`src/rtl/arc_ucode_pkg.sv`:
```
// Shared definitions for the ARC microprogrammed control unit: microword layout,
// next-address condition encodings and the instruction-decode address mapping.
package arc_ucode_pkg;

    localparam int MICROSEQ_ADDR_W = 11;
    localparam int MICROSEQ_WORD_W = 41;
    localparam int MICROSEQ_IR_W   = 32;

    typedef enum logic [2:0] {
        COND_NEXT   = 3'b000,
        COND_N      = 3'b001,
        COND_Z      = 3'b010,
        COND_V      = 3'b011,
        COND_C      = 3'b100,
        COND_IR13   = 3'b101,
        COND_JUMP   = 3'b110,
        COND_DECODE = 3'b111
    } cond_e;

    // Microword field MSB positions (width implied by the -: slices in the top level)
    localparam int UW_A_MSB    = 40;
    localparam int UW_AMUX_BIT = 34;
    localparam int UW_B_MSB    = 33;
    localparam int UW_BMUX_BIT = 27;
    localparam int UW_C_MSB    = 26;
    localparam int UW_CMUX_BIT = 20;
    localparam int UW_RD_BIT   = 19;
    localparam int UW_WR_BIT   = 18;
    localparam int UW_ALU_MSB  = 17;
    localparam int UW_COND_MSB = 13;
    localparam int UW_JUMP_MSB = 10;

    localparam logic [MICROSEQ_ADDR_W-1:0] CS_FETCH_ADDR = 11'h000;

    // Opcode dispatch: op (IR[31:30]) and op3 (IR[24:19]) select a 4-word slot in the upper half
    function automatic logic [MICROSEQ_ADDR_W-1:0] decode_addr(input logic [MICROSEQ_IR_W-1:0] ir);
        return {1'b1, ir[31:30], ir[24:19], 2'b00};
    endfunction

endpackage

```
`src/rtl/micro_next_addr.sv`:
```
// Combinational next control-store address select: increment, conditional jump on
// a PSR flag or IR[13], unconditional jump, or opcode decode.
module micro_next_addr
    import arc_ucode_pkg::*;
(
    input  logic [MICROSEQ_ADDR_W-1:0] csar,
    input  logic [2:0]                 cond,
    input  logic [MICROSEQ_ADDR_W-1:0] jump,
    input  logic [MICROSEQ_IR_W-1:0]   ir,
    input  logic                       flag_n,
    input  logic                       flag_z,
    input  logic                       flag_v,
    input  logic                       flag_c,
    output logic [MICROSEQ_ADDR_W-1:0] next_addr
);

    logic                       take_jump;
    logic [MICROSEQ_ADDR_W-1:0] incr_addr;
    logic                       ir_unused;

    // Only op, op3 and the i-bit of the IR steer sequencing
    assign ir_unused = ^{ir[29:25], ir[18:14], ir[12:0]};

    // Natural 11-bit wrap from 11'h7FF back to the fetch address
    assign incr_addr = csar + 11'd1;

    always_comb begin
        take_jump = 1'b0;
        next_addr = incr_addr;
        case (cond_e'(cond))
            COND_NEXT:   take_jump = 1'b0;
            COND_N:      take_jump = flag_n;
            COND_Z:      take_jump = flag_z;
            COND_V:      take_jump = flag_v;
            COND_C:      take_jump = flag_c;
            COND_IR13:   take_jump = ir[13];
            COND_JUMP:   take_jump = 1'b1;
            default:     take_jump = 1'b0;
        endcase
        if (cond_e'(cond) == COND_DECODE) begin
            next_addr = decode_addr(ir);
        end else if (take_jump) begin
            next_addr = jump;
        end
    end

endmodule

```
`src/rtl/micro_sequencer.sv`:
```
// Control-store address register and microword field split for the ARC CPU;
// the next address comes from micro_next_addr and is held while memory stalls.
module micro_sequencer
    import arc_ucode_pkg::*;
(
    input  logic                       MICROSEQ_CLOCK_50,
    input  logic                       MICROSEQ_RESET_InHigh,
    output logic [MICROSEQ_ADDR_W-1:0] MICROSEQ_ROMAddr_Out,
    input  logic [MICROSEQ_WORD_W-1:0] MICROSEQ_ROMWord_In,
    input  logic [MICROSEQ_IR_W-1:0]   MICROSEQ_IR_In,
    input  logic                       MICROSEQ_FlagN_In,
    input  logic                       MICROSEQ_FlagZ_In,
    input  logic                       MICROSEQ_FlagV_In,
    input  logic                       MICROSEQ_FlagC_In,
    input  logic                       MICROSEQ_Stall_In,
    output logic [5:0]                 MICROSEQ_A_Out,
    output logic                       MICROSEQ_AMUX_Out,
    output logic [5:0]                 MICROSEQ_B_Out,
    output logic                       MICROSEQ_BMUX_Out,
    output logic [5:0]                 MICROSEQ_C_Out,
    output logic                       MICROSEQ_CMUX_Out,
    output logic                       MICROSEQ_RD_Out,
    output logic                       MICROSEQ_WR_Out,
    output logic [3:0]                 MICROSEQ_ALU_Out,
    output logic                       MICROSEQ_Fetch_Out
);

    logic [MICROSEQ_ADDR_W-1:0] csar_q, csar_d;
    logic                       fetch_q, fetch_d;
    logic [MICROSEQ_ADDR_W-1:0] next_addr;
    logic [MICROSEQ_WORD_W-1:0] uword;

    assign uword = MICROSEQ_ROMWord_In;

    micro_next_addr u_next_addr (
        .csar      (csar_q),
        .cond      (uword[UW_COND_MSB -: 3]),
        .jump      (uword[UW_JUMP_MSB -: MICROSEQ_ADDR_W]),
        .ir        (MICROSEQ_IR_In),
        .flag_n    (MICROSEQ_FlagN_In),
        .flag_z    (MICROSEQ_FlagZ_In),
        .flag_v    (MICROSEQ_FlagV_In),
        .flag_c    (MICROSEQ_FlagC_In),
        .next_addr (next_addr)
    );

    always_comb begin
        csar_d  = csar_q;
        fetch_d = 1'b0;
        if (!MICROSEQ_Stall_In) begin
            csar_d  = next_addr;
            fetch_d = (next_addr == CS_FETCH_ADDR);
        end
    end

    always_ff @(posedge MICROSEQ_CLOCK_50 or posedge MICROSEQ_RESET_InHigh) begin
        if (MICROSEQ_RESET_InHigh) begin
            csar_q  <= CS_FETCH_ADDR;
            fetch_q <= 1'b0;
        end else begin
            csar_q  <= csar_d;
            fetch_q <= fetch_d;
        end
    end

    assign MICROSEQ_ROMAddr_Out = csar_q;
    assign MICROSEQ_Fetch_Out   = fetch_q;

    assign MICROSEQ_A_Out    = uword[UW_A_MSB -: 6];
    assign MICROSEQ_AMUX_Out = uword[UW_AMUX_BIT];
    assign MICROSEQ_B_Out    = uword[UW_B_MSB -: 6];
    assign MICROSEQ_BMUX_Out = uword[UW_BMUX_BIT];
    assign MICROSEQ_C_Out    = uword[UW_C_MSB -: 6];
    assign MICROSEQ_CMUX_Out = uword[UW_CMUX_BIT];
    assign MICROSEQ_RD_Out   = uword[UW_RD_BIT];
    // A write must not reach memory while the access is still pending
    assign MICROSEQ_WR_Out   = uword[UW_WR_BIT] & ~MICROSEQ_Stall_In;
    assign MICROSEQ_ALU_Out  = uword[UW_ALU_MSB -: 4];

endmodule

```
`config.mk`:
```
export PLATFORM = sky130hd
export DESIGN_NAME = micro_sequencer
export DESIGN_NICKNAME = d
export VERILOG_FILES = /design/src/rtl/arc_ucode_pkg.sv /design/src/rtl/micro_next_addr.sv /design/src/rtl/micro_sequencer.sv
export SDC_FILE = /design/constraint.sdc
export NUM_CORES = 1
export LEC_CHECK = 0
export CAP_MARGIN = 40
export CORE_MARGIN = 3
export CORE_UTILIZATION = 29
export CTS_CLUSTER_SIZE = 24
export DETAILED_ROUTE_END_ITERATION = 8
export PLACE_DENSITY = 0.81
export SLEW_MARGIN = 10
export SYNTH_ARGS = -nofsm -noshare
export SYNTH_HDL_FRONTEND = slang
export SYNTH_HIERARCHICAL = 1
export SYNTH_SLANG_ARGS = --single-unit
```
`constraint.sdc`:
```
create_clock -name MICROSEQ_CLOCK_50 -period 2.1 [get_ports MICROSEQ_CLOCK_50]
set_clock_uncertainty 0.15 [all_clocks]
set_input_delay 0.21 -clock MICROSEQ_CLOCK_50 [delete_from_list [all_inputs] [get_ports MICROSEQ_CLOCK_50]]
set_output_delay 0.21 -clock MICROSEQ_CLOCK_50 [all_outputs]
set_load 0.01 [all_outputs]
```
==> impl_metrics.sql <==
INSERT INTO impl_metrics (metric_group, metric, value, unit) VALUES
('status', 'outcome', 'finished clean', ''),
('synth', 'syn-num-nets', '202', ''),
('cts', 'cts.root.buffer_cell', 'sky130_fd_sc_hd__clkbuf_8', ''),
('setup_path', 'setup.reg_to_reg.worst_slack', '0.05', 'ns'),
('timing', 'slew_headroom', '67.7', '%'),
('floorplan', 'io_pins', '119', ''),
('setup_path', 'crit_path_start_kind', 'register', ''),
('pwr', 'clock_power_share', '16.4', '%'),
('setup_path', 'crit_buf_inv', '0', ''),
('flow_run', 'cap_violations', '0', ''),
('cells_and_area', 'finish.utilization', '44.2', '%'),
('setup_path', 'r2r_start', 'MICROSEQ_ROMAddr_Out[2]', ''),
('routing', 'drt_iter0_drc', '90', ''),
('timing', 'max_freq', '0.488', 'GHz'),
('global_routing', 'globalRouteOverflowTotal', '0', ''),
('setup_path', 'endpoint_kind', 'register', ''),
('setup_path', 'max_stage_delay', '0.54', 'ns'),
('routing', 'detail_route.wirelength', '3.37', 'mm'),
('timing', 'setup-tns-final', '0', 'ns'),
('timing', 'timing.final.setup_violations', '0', ''),
('floorplan', 'chipWidth', '69.4', 'um'),
('floorplan', 'die_height', '69.4', 'um'),
('routing', 'drtPass1Iterations', '4', ''),
('synth', 'synth_warnings', '6', ''),
('timing', 'finalCriticalPeriod', '2.05', 'ns'),
('cts', 'cts_clock_pin_slew_for_the_worst_setup_and_hold_paths', '0.06', 'ns'),
('pwr', 'gate_power_share', '55.0', '%'),
('pwr', 'total_leakage_power', '0.688', 'nW'),
('cts', 'hold_buffers', '0', ''),
('cts', 'cts_tree', 'yes', ''),
('cells_and_area', 'finish.net_count', '238', ''),
('synth', 'synthArstFlopShare', '100', '%'),
('timing', 'final_hold_viol_count', '0', ''),
('timing', 'timing_worst_slew_pin_value', '0.484', 'ns'),
('floorplan', 'floorplan.die_area', '0.00482', 'mm^2'),
('global_routing', 'first_global_vias', '1095', ''),
('synth', 'seq_area_frac_synth', '25.8', '%'),
('setup_path', 'setup.worst_path.class', 'reg -> reg', ''),
('cts', 'ctsLongestPathBuffers', '2', ''),
('pwr', 'share_seq_of_total_power', '28.6', '%'),
('pwr', 'worst_ir_drop_vdd', '211', 'uV'),
('cells_and_area', 'area_growth_syn_to_layout', '43.0', '%'),
('setup_path', 'timing.critical_path.max_delay_family', 'simple AND/OR/NAND/NOR gates', ''),
('routing', 'dr_vias_cell', '5.40', ''),
('global_routing', 'number_of_antenna_violations_at_the_first_check_in_global_routing', '0', ''),
('setup_path', 'regToRegEndpoint', 'MICROSEQ_Fetch_Out', ''),
('timing', 'hold_ws', '0.140', 'ns'),
('global_routing', 'track_usage', '13.6', '%'),
('pwr', 'power.net_switching', '0.467', 'mW'),
('pwr', 'power_switching_share', '35.5', '%'),
('cts', 'clock_latency', '0.24', 'ns'),
('synth', 'post_synthesis_instance_total', '121', ''),
('worst_hold_path', 'holdCritPathClass', 'in -> async', ''),
('setup_path', 'worst_r2r_path_depth', '6', ''),
('routing', 'routedWlPerCell', '16.6', 'um'),
('floorplan', 'core.rowCount', '22', ''),
('cells_and_area', 'layout-drive-gt1-share', '29.0', '%'),
('synth', 'post_synth_edffs', '0', ''),
('place', 'post-dp-hpwl', '2.43', 'mm'),
('setup_path', 'critical_path.slowest_cell', 'sky130_fd_sc_hd__or4_1', ''),
('floorplan', 'initial_core_utilization', '30.9', '%'),
('routing', 'dr_total_vias', '1096', ''),
('global_routing', 'grt_start_max_net_pins', '13', ''),
('synth', 'yosysUniqueCellTypes', '38', ''),
('place', 'gp_congestion', '0.790', ''),
('routing', 'drc_viols', '0', ''),
('pwr', 'total_power', '1.31', 'mW'),
('cells_and_area', 'num_antenna_cells', '0', ''),
('setup_path', 'crit_path_cell_trace', 'nand3_1 > or4_1 > o2111ai_1 > o221a_1 > nor4_1 > and3_1', ''),
('synth', 'synth_area_per_cell', '9.64', 'um^2'),
('cts', 'cts-buffers-inserted', '3', '');
[registers in the layout (all words and copies together), names as in the netlist]
| register | flops |
|---|---|
| MICROSEQ_Fetch_Out | 1 |
| MICROSEQ_ROMAddr_Out | 11 |
[per-stage QoR]
| step | cell area [um^2] | worst slack [ns] | instances |
|---|---|---|---|
| 5_1_grt | 1670 | -0.0122 | 203 |
| 3_5_place_dp | 1550 | -0.305 | 197 |
| 4_1_cts | 1600 | 0.00336 | 200 |
| 2_1_floorplan | 1170 | 0.196 | 121 |
| 3_3_place_gp | 1550 | -0.255 | 197 |
| 6_report | 1670 | 0.0510 | 203 |
[how the worst max path moves through the flow]
stage	cells past startpoint	to	from
6_report	6	MICROSEQ_Fetch_Out	MICROSEQ_ROMAddr_Out[2]
5_1_grt	6	MICROSEQ_Fetch_Out	MICROSEQ_ROMAddr_Out[2]
4_1_cts	8	MICROSEQ_Fetch_Out	MICROSEQ_ROMWord_In[12]
3_5_place_dp	7	MICROSEQ_Fetch_Out	MICROSEQ_ROMWord_In[12]
3_3_place_gp	8	MICROSEQ_Fetch_Out	MICROSEQ_ROMWord_In[12]
2_1_floorplan	7	MICROSEQ_Fetch_Out	MICROSEQ_ROMAddr_Out[0]
[Yosys cell counts (2+ instances only)]
library cell | count | share of area (%)
sky130_fd_sc_hd__nand2_1 | 4 | 1.3
sky130_fd_sc_hd__o221ai_1 | 2 | 1.5
sky130_fd_sc_hd__buf_2 | 2 | 0.86
sky130_fd_sc_hd__and3_1 | 3 | 1.6
sky130_fd_sc_hd__nand3_1 | 5 | 2.1
sky130_fd_sc_hd__buf_4 | 26 | 17
sky130_fd_sc_hd__nand3b_1 | 2 | 1.3
sky130_fd_sc_hd__o31ai_1 | 2 | 1.3
sky130_fd_sc_hd__a21oi_1 | 2 | 0.86
sky130_fd_sc_hd__inv_1 | 3 | 0.97
sky130_fd_sc_hd__o221a_2 | 2 | 1.9
sky130_fd_sc_hd__o21ai_0 | 3 | 1.3
sky130_fd_sc_hd__nor3_1 | 2 | 0.86
sky130_fd_sc_hd__a31oi_1 | 3 | 1.6
sky130_fd_sc_hd__mux2_4 | 9 | 12
sky130_fd_sc_hd__dfrtp_1 | 12 | 26
sky130_fd_sc_hd__mux2_2 | 2 | 1.9
sky130_fd_sc_hd__or4_1 | 2 | 1.3
sky130_fd_sc_hd__o2111ai_1 | 3 | 2.3
sky130_fd_sc_hd__nor4_1 | 4 | 2.1
sky130_fd_sc_hd__xnor2_1 | 2 | 1.5
sky130_fd_sc_hd__o211ai_1 | 2 | 1.3
sky130_fd_sc_hd__nor2_1 | 3 | 0.97
sky130_fd_sc_hd__o221a_1 | 6 | 5.8
sky130_fd_sc_hd__xor2_1 | 2 | 1.5
[cell usage in the layout (no fill, tap or decap), types with 2 or more instances in the layout]
cell type                         count
sky130_fd_sc_hd__o221a_2              2
sky130_fd_sc_hd__o2111ai_1            3
sky130_fd_sc_hd__o211ai_1             2
sky130_fd_sc_hd__nor2_1               3
sky130_fd_sc_hd__nand3_1              5
sky130_fd_sc_hd__nand2_1              3
sky130_fd_sc_hd__a21oi_1              2
sky130_fd_sc_hd__xnor2_1              2
sky130_fd_sc_hd__o221a_1              5
sky130_fd_sc_hd__buf_4               18
sky130_fd_sc_hd__inv_1                3
sky130_fd_sc_hd__or4_1                2
sky130_fd_sc_hd__mux2_4               9
sky130_fd_sc_hd__nor3_1               2
sky130_fd_sc_hd__dlymetal6s2s_1       3
sky130_fd_sc_hd__clkdlybuf4s50_1     40
sky130_fd_sc_hd__a31oi_1              3
sky130_fd_sc_hd__nand3b_1             2
sky130_fd_sc_hd__o21ai_0              3
sky130_fd_sc_hd__mux2_2               2
sky130_fd_sc_hd__o31ai_1              2
sky130_fd_sc_hd__and3_1               3
sky130_fd_sc_hd__xor2_1               2
sky130_fd_sc_hd__clkbuf_8             3
sky130_fd_sc_hd__nor4_1               3
sky130_fd_sc_hd__dfrtp_1             11
[area by class of cell]
cell class              instances  area (um^2)
fillers                       357         2100
multi-input cells              76          681
repair buffers                 61          573
flip-flops and latches         12          302
well taps                      48         60.1
clock buffers                   3         41.3
inverters                       3         11.3
[layer usage]
layer  global-route usage, %  up-vias  share of wire [%]
li1                        -      507                  -
met1                    16.4      522                 39
met2                    22.1       60                 51
met3                    4.20        7                 10
met5                       0        -                  0
met4                    6.07        0               0.83
[timing repair]
item                       4_1_cts  5_1_grt
setup buffers                    0        3
setup endpoints to repair        1        2
resized for setup                2       11
pin swaps                        0        1
[power groups by stage]
| stage | logic (mW) | registers [mW] | clock network (mW) |
|---|---|---|---|
| global route | 0.777 | 0.389 | 0.228 |
| floorplan | 0.360 | 0.406 | 0 |
| global placement | 0.645 | 0.376 | 0 |
| detailed placement | 0.656 | 0.377 | 0 |
| finish | 0.722 | 0.376 | 0.215 |
| CTS | 0.663 | 0.374 | 0.223 |
[logic make-up (layout without fill, tap and decap cells)]
kind of cell	count (synthesis)	in the layout	share of synthesized area, %
xor+xnor	4	4	3.00
fa+ha+maj	1	1	1.07
compound gates	28	28	19.7
mux	12	12	14.4
simple gates	31	31	16.2
buf+inv	33	67	19.8
flops	12	12	25.8
Note: power is estimated with default switching activity, not from simulation.
